==> src/rtl/logic_reduce_unit.sv <==
// logic_reduce_unit: folds a framed valid/ready stream of words with AND/OR/XOR/NAND into one result,
// reporting the beat count (saturating at MAX_LEN) and a sticky overflow flag per frame.
module logic_reduce_unit #(
  parameter int WIDTH = 8,
  parameter int MAX_LEN = 16,
  localparam int CW = $clog2(MAX_LEN + 1)
) (
  input  logic             clk,
  input  logic             rst_n,
  input  logic [1:0]       op,
  input  logic             in_valid,
  output logic             in_ready,
  input  logic [WIDTH-1:0] in_data,
  input  logic             in_last,
  output logic             out_valid,
  input  logic             out_ready,
  output logic [WIDTH-1:0] out_data,
  output logic [CW-1:0]    out_count,
  output logic             out_err
);
  typedef enum logic [1:0] {IDLE, ACC, HOLD} state_t;
  state_t           r_state, w_next;
  logic [1:0]       r_rst_sync;
  logic             w_rst_n;
  logic [WIDTH-1:0] r_acc, w_fold;
  logic [CW-1:0]    r_count;
  logic             r_err;
  logic [1:0]       r_op;
  logic             w_fire, w_sat, w_first;
  // reset asserts asynchronously but releases two clocks after rst_n rises
  always_ff @(posedge clk or negedge rst_n)
    if (!rst_n) r_rst_sync <= '0;
    else r_rst_sync <= {r_rst_sync[0], 1'b1};
  assign w_rst_n = r_rst_sync[1];
  assign w_fire  = in_valid && in_ready;
  assign w_first = r_state == IDLE;
  assign w_sat   = r_count == CW'(MAX_LEN);
  assign w_fold  = r_op == 2'b01 ? r_acc | in_data :
                   r_op == 2'b10 ? r_acc ^ in_data : r_acc & in_data;
  always_ff @(posedge clk or negedge w_rst_n)
    if (!w_rst_n) r_state <= IDLE;
    else r_state <= w_next;
  always_comb begin
    w_next = r_state;
    case (r_state)
      IDLE:    w_next = w_fire ? (in_last ? HOLD : ACC) : IDLE;
      ACC:     w_next = w_fire && in_last ? HOLD : ACC;
      HOLD:    w_next = out_ready ? IDLE : HOLD;
      default: w_next = IDLE;
    endcase
  end
  always_comb begin
    in_ready  = r_state != HOLD;
    out_valid = r_state == HOLD;
    out_data  = out_valid ? (r_op == 2'b11 ? ~r_acc : r_acc) : '0;
    out_count = out_valid ? r_count : '0;
    out_err   = out_valid && r_err;
  end
  // NAND folds as AND; the inversion is applied only when the result is presented
  always_ff @(posedge clk or negedge w_rst_n)
    if (!w_rst_n) begin
      r_acc   <= '0;
      r_count <= '0;
      r_err   <= 1'b0;
      r_op    <= 2'b00;
    end else if (w_fire) begin
      r_acc   <= w_first ? in_data : w_fold;
      r_op    <= w_first ? op : r_op;
      r_count <= w_first ? CW'(1) : w_sat ? r_count : r_count + 1'b1;
      r_err   <= !w_first && (r_err || w_sat);
    end
endmodule

==> config.mk <==
export PLATFORM = sky130hd
export DESIGN_NAME = logic_reduce_unit
export DESIGN_NICKNAME = d
export VERILOG_FILES = /design/src/rtl/logic_reduce_unit.sv
export SDC_FILE = /design/constraint.sdc
export NUM_CORES = 1
export LEC_CHECK = 0
export BUFFER_PORTS_ARGS = -buffer_cell sky130_fd_sc_hd__buf_2
export CAP_MARGIN = 20
export CORE_MARGIN = 10
export CORE_UTILIZATION = 62
export CTS_BUF_LIST = sky130_fd_sc_hd__clkbuf_4 sky130_fd_sc_hd__clkbuf_8
export DETAILED_ROUTE_END_ITERATION = 12
export GPL_TIMING_DRIVEN = 0
export PLACE_DENSITY = 0.88
export SLEW_MARGIN = 20
export SYNTH_ARGS = -nofsm -noshare
export SYNTH_HDL_FRONTEND = slang
export SYNTH_SLANG_ARGS = --single-unit
export TNS_END_PERCENT = 20
==> constraint.sdc <==
create_clock -name clk -period 1.94 [get_ports clk]
set_clock_uncertainty 0.1 [all_clocks]
set_input_delay 0.388 -clock clk [delete_from_list [all_inputs] [get_ports clk]]
set_output_delay 0.388 -clock clk [all_outputs]
set_load 0.05 [all_outputs]
# [Word-level counts from Yosys, hierarchy flattened]
# Cells that the tools add are included.
# W data, S select, Z words.
[op_classes] eq_ne=8 mux=13 n_addsub=1 bitwise_logic=4 reduce_logical=9
[op_table] cell="$mux W8" n=5
[op_table] cell="$mux W5" n=3
[op_table] cell="$and A8 B8 Y8" n=1
[op_table] cell="$mux W2" n=4
[op_table] cell="$not A8 Y8" n=1
[op_table] cell="$or A8 B8 Y8" n=1
[op_table] cell="$xor A8 B8 Y8" n=1
[op_table] cell="$eq A2 B2 Y1 const B" n=3
[op_table] cell="$pmux W2 S3" n=1
[op_table] cell="$add A5 B1 Y5 const B" n=1
[op_table] cell="$eq A5 B5 Y1 const B" n=1
[op_table] cell="$eq A2 B1 Y1 const B" n=2
[op_table] cell="$logic_and A1 B1 Y1" n=4
[op_table] cell="$reduce_and A2 Y1" n=2
[op_table] cell="$logic_not A2 Y1" n=1
[op_table] cell="$ne A2 B1 Y1 const B" n=1
[op_table] cell="$ne A2 B2 Y1 const B" n=1
[op_table] cell="$logic_not A1 Y1" n=1
[op_table] cell="$logic_or A1 B1 Y1" n=1
[word_totals] regBits=20 output_inout_bits=16 input_bits=15 elab_cells=41

# [Depth between registers and ports, before layout]
[depth] ltp_word=5 ltp_mapped=7 mapped_depth_nobuf=6

# [Worst setup path before layout]
# OpenSTA, ideal clock, no wires.
[synth_timing] path_kind="reg-to-output" start="reg r_state[1]" end="out out_data[0]" path_buffers=2 path_stages_with_launch=6 required_time_ns=1.452 t_arrival_ns=1.888 slack_ns=-0.436 cell_sequence="dfrtp_1 buf_6 nor2b_4 inv_4 buf_2 nor2_1"
[synth_via] elab_chain_cells=2
[synth_rtl] item="from (decl)" line_no="22" rtl="state_t r_state, w_next;"
[synth_rtl] item="from (signal assigned)" line_no="42" rtl="else r_state <= w_next;"
[synth_rtl] item="$eq A2 B2 Y1" line_no="54" rtl="out_valid = r_state == HOLD;"
[synth_rtl] item="net out_valid" line_no="15" rtl="output logic out_valid,"
[synth_rtl] item="$mux W8" line_no="55" rtl="out_data = out_valid ? (r_op == 2'b11 ? ~r_acc : r_acc) : '0;"
[synth_rtl] item="to (decl)" line_no="17" rtl="output logic [WIDTH-1:0] out_data,"
# The timed path passes the listed nets, and every way through them passes these cells.

# [Worst setup path after layout]
[layout_timing] start="reg r_state[0]" end="out out_count[2]"
[layout_via] elab_chain_cells=2
[layout_rtl] item="$eq A2 B2 Y1" line_no="54"
[layout_rtl] item="$mux W5" line_no="56" rtl="out_count = out_valid ? r_count : '0;"
[layout_rtl] item="to (decl)" line_no="18" rtl="output logic [CW-1:0] out_count,"
# Every way passes these cells.

==> flow_metrics.tcl <==
set metrics [dict create \
    track_usage 0.188 \
    type_of_the_most_critical_hold_path "input pin to flip-flop" \
    netlist_instances 181 \
    worstRegToRegCells 6 \
    routabilityCongestion 0.820 \
    slew_violations 0 \
    clk_transition_reported_paths_ns 0.12 \
    worstSetupStartpoint "r_state[0]" \
    floorplan.die.height_microns 71.4 \
    post-route-period-util 0.988 \
    dp.final_hpwl_microns 3110 \
    hold_path_depth 2 \
    async_flop_share 1.00 \
    chip_width_microns 71.4 \
    synth_area_leaders "sky130_fd_sc_hd__dfrtp_1 31%, sky130_fd_sc_hd__ha_1 14%, sky130_fd_sc_hd__mux2i_1 8.5%, sky130_fd_sc_hd__inv_1 5.5%, sky130_fd_sc_hd__xnor2_1 4.3%" \
    cts_tree "done" \
    timing.critical_path.depth 4 \
    grt_antenna_before_repair 0 \
    post_synth_and_or_nand_nor_area_fraction 0.147 \
    dpl-instance-area_sq_um 1900 \
    largest_stage_delay_worst_path_ns 0.45 \
    post_synth_fa_ha_maj_area_fraction 0.137 \
    yosysTopAreaCell "sky130_fd_sc_hd__dfrtp_1" \
    share_of_final_layout_standard_cells_stronger_than_drive_strength_1 0.372 \
    port_buffers 30 \
    synth_common_cells "24 x sky130_fd_sc_hd__inv_1, 20 x sky130_fd_sc_hd__dfrtp_1, 18 x sky130_fd_sc_hd__ha_1" \
    layout.core_utilization 0.912 \
    vdd_drop_max_mv 0.960 \
    cts_root_buf "sky130_fd_sc_hd__clkbuf_4" \
    cp_top_family "flip-flops" \
    synth-seq-area-share 0.305 \
    global_route_wire_length_before_repair_microns 7910 \
    floorplan.die_area_sq_um 5100 \
    complex_gate_fraction_of_the_synthesized_area 0.154 \
    path_cells "nor2b_4 > buf_4 > and2_1 > buf_6" \
    h_tree_levels 1 \
    firstDrtPassIters 5 \
    critPathKind "flip-flop to output pin" \
    start_util 0.656 \
    num_antenna_cells 0 \
    io_pins 31 \
    startpoint_type "flip-flop" \
    synth_top_family_by_area "compound AO/OA/AOI/OAI gates" \
    max-clock-path-buffers 2 \
    crit_arrival_ns 1.43 \
    floorplan.rows 18 \
    numCtsBuffers 3 \
    hold_ws_ns 0.171 \
    finish.net_count 260 \
    critical_path.slowest_cell "sky130_fd_sc_hd__dfrtp_2" \
    critPathRequiredTime_ns 1.45 \
    timing.final.crit_period_ns 1.92 \
    final-hold-violation-count 0 \
    worstHoldStart "out_ready" \
    worst_tran_pin_value_ns 0.760 \
    post-route-drc-count 0 \
    syn_nets 214 \
    critPathMaxFanout 5 \
    crit_path_end_kind "output pin" \
    worstSkewPairLatency_ns 0.31 \
    rsz_0062_raised_after_global_routing "yes" \
    syn2layout_area_growth_pct 39.0 \
    clock.fmax_mhz 522 \
    post_synth_instance_area_sq_um 1640 \
    cellPowerDensity_nw_per_um2 1030 \
    drt-vias-per-instance 6.24 \
    synth.distinct_cells 38 \
    most_numerous_cell_in_the_yosys_netlist "sky130_fd_sc_hd__inv_1" \
    dr.first_iter.drc_count 154 \
    tritoncts_num_sinks 20 \
    timing.final.setup_violations 0 \
    postRouteWirelength_microns 5210 \
    post_synth_xor_area_fraction 0.0534 \
    status "complete, no violations" \
    first_global_vias 1659 \
    ys_ff_latch 20 \
    post_synth_mux_area_share 0.0992 \
    placeableCoreArea_sq_um 2500 \
    drt.antenna.violating_nets 0 \
    vias 1597 \
    synth.top_cell.area_share 0.305 \
    max-cap-violations 0 \
    p_leak_uw 0.00115 \
    grt_max_degree 19 \
    number_of_enable_flip_flop_cells_after_synthesis 0 \
    worst_r2r_startpoint "r_count[0]" \
    cp.buffers_inverters 2 \
    synthFlopType "sky130_fd_sc_hd__dfrtp_1" \
    routedWlPerCell_microns 20.4 \
    finish.instance_area_sq_um 2280 \
    postSynthAreaPerCell_sq_um 9.06 \
    synthesis.yosys.warnings 0 \
    relative_slew_margins 0.493 \
    overflow 0 \
]
## placed cells by master (no fill, tap or decap), drive strengths merged
cell type / Yosys / final
a21oi: 13 / 13
a22oi: 7 / 7
a2bb2oi: 1 / 1
and2: 7 / 7
and3: 1 / 1
and4bb: 1 / 1
buf: 10 / 50
bufinv: 0 / 1
clkbuf: 0 / 3
conb: 1 / 1
dfrtp: 20 / 20
dlygate4sd3: 0 / 1
ha: 18 / 18
inv: 25 / 25
mux2: 2 / 2
mux2i: 14 / 14
nand2: 15 / 15
nand2b: 1 / 1
nand3: 2 / 2
nand3b: 1 / 1
nand4: 2 / 2
nor2: 14 / 14
nor2b: 1 / 1
o2111ai: 2 / 2
o211ai: 2 / 2
o21ai: 4 / 4
o221ai: 6 / 6
o22ai: 1 / 1
xnor2: 8 / 8
xor2: 2 / 2
## worst paths after layout
kind                                end  slack [ns]
min in group asynchronous    r_state[1]        0.22
setup reg to reg             r_count[1]        0.17
hold reg to reg              r_state[1]        0.22
hold / removal               r_state[1]        0.17
setup / recovery           out_count[2]        0.02
max in group asynchronous    r_state[0]        1.00
## power by group
part           leakage [uW]  internal (uW)  switching, uW
Clock             0.0000279            209            140
Sequential         0.000241            510           89.6
Combinational      0.000877            611            794
## sequential cells by signal (all words and copies together) (netlist names)
name	cells
r_err	1
r_op	2
r_rst_sync	2
r_state	2
r_acc	8
r_count	5
## timing repair
action / 4_1_cts / 5_1_grt
hold endpoints to repair: 2 / 0
pin swaps: 2 / 4
endpoints found under the setup margin: 15 / 15
gates resized for setup: 38 / 18
hold buffers: 1 / 0
setup buffers: 6 / 4
cloned: 1 / 0
## routing by layer
metal | vias to the layer above | global-route usage | part of all wire
li1 | 709 | - | -
met1 | 793 | 0.216 | 0.39
met2 | 76 | 0.338 | 0.52
met3 | 19 | 0.0427 | 0.077
met4 | 0 | 0.0473 | 0.021
met5 | - | 0 | 0
## metrics by stage
step                      setup slack (ns)  setup TNS, ns  total power (uW)  instances
after floorplan                  -0.000871      -0.000871              1440        181
after global placement              0.0367              0              1590        241
after detailed placement            0.0160              0              1660        241
after CTS                        0.0000648              0              2210        253
after global routing               -0.0444         -0.259              2480        256
final                               0.0225              0              2350        256
## final cells by class
type	count	area [sq um]
buffer	9	86.3
clock buffer	3	22.5
clock inverter	1	30.0
fill	102	220
inverter	25	96.3
multi-input combinational	126	1130
sequential	20	502
tap	30	37.5
timing repair buffer	42	372
## cell families (layout without fill, tap and decap cells)
group / Yosys count / after routing
simple gates: 45 / 45
buf+inv: 35 / 80
compound gates: 36 / 36
flops: 20 / 20
mux: 16 / 16
other cells: 1 / 1
xor+xnor: 10 / 10
fa+ha+maj: 18 / 18
(Power assumes the default switching activity.)
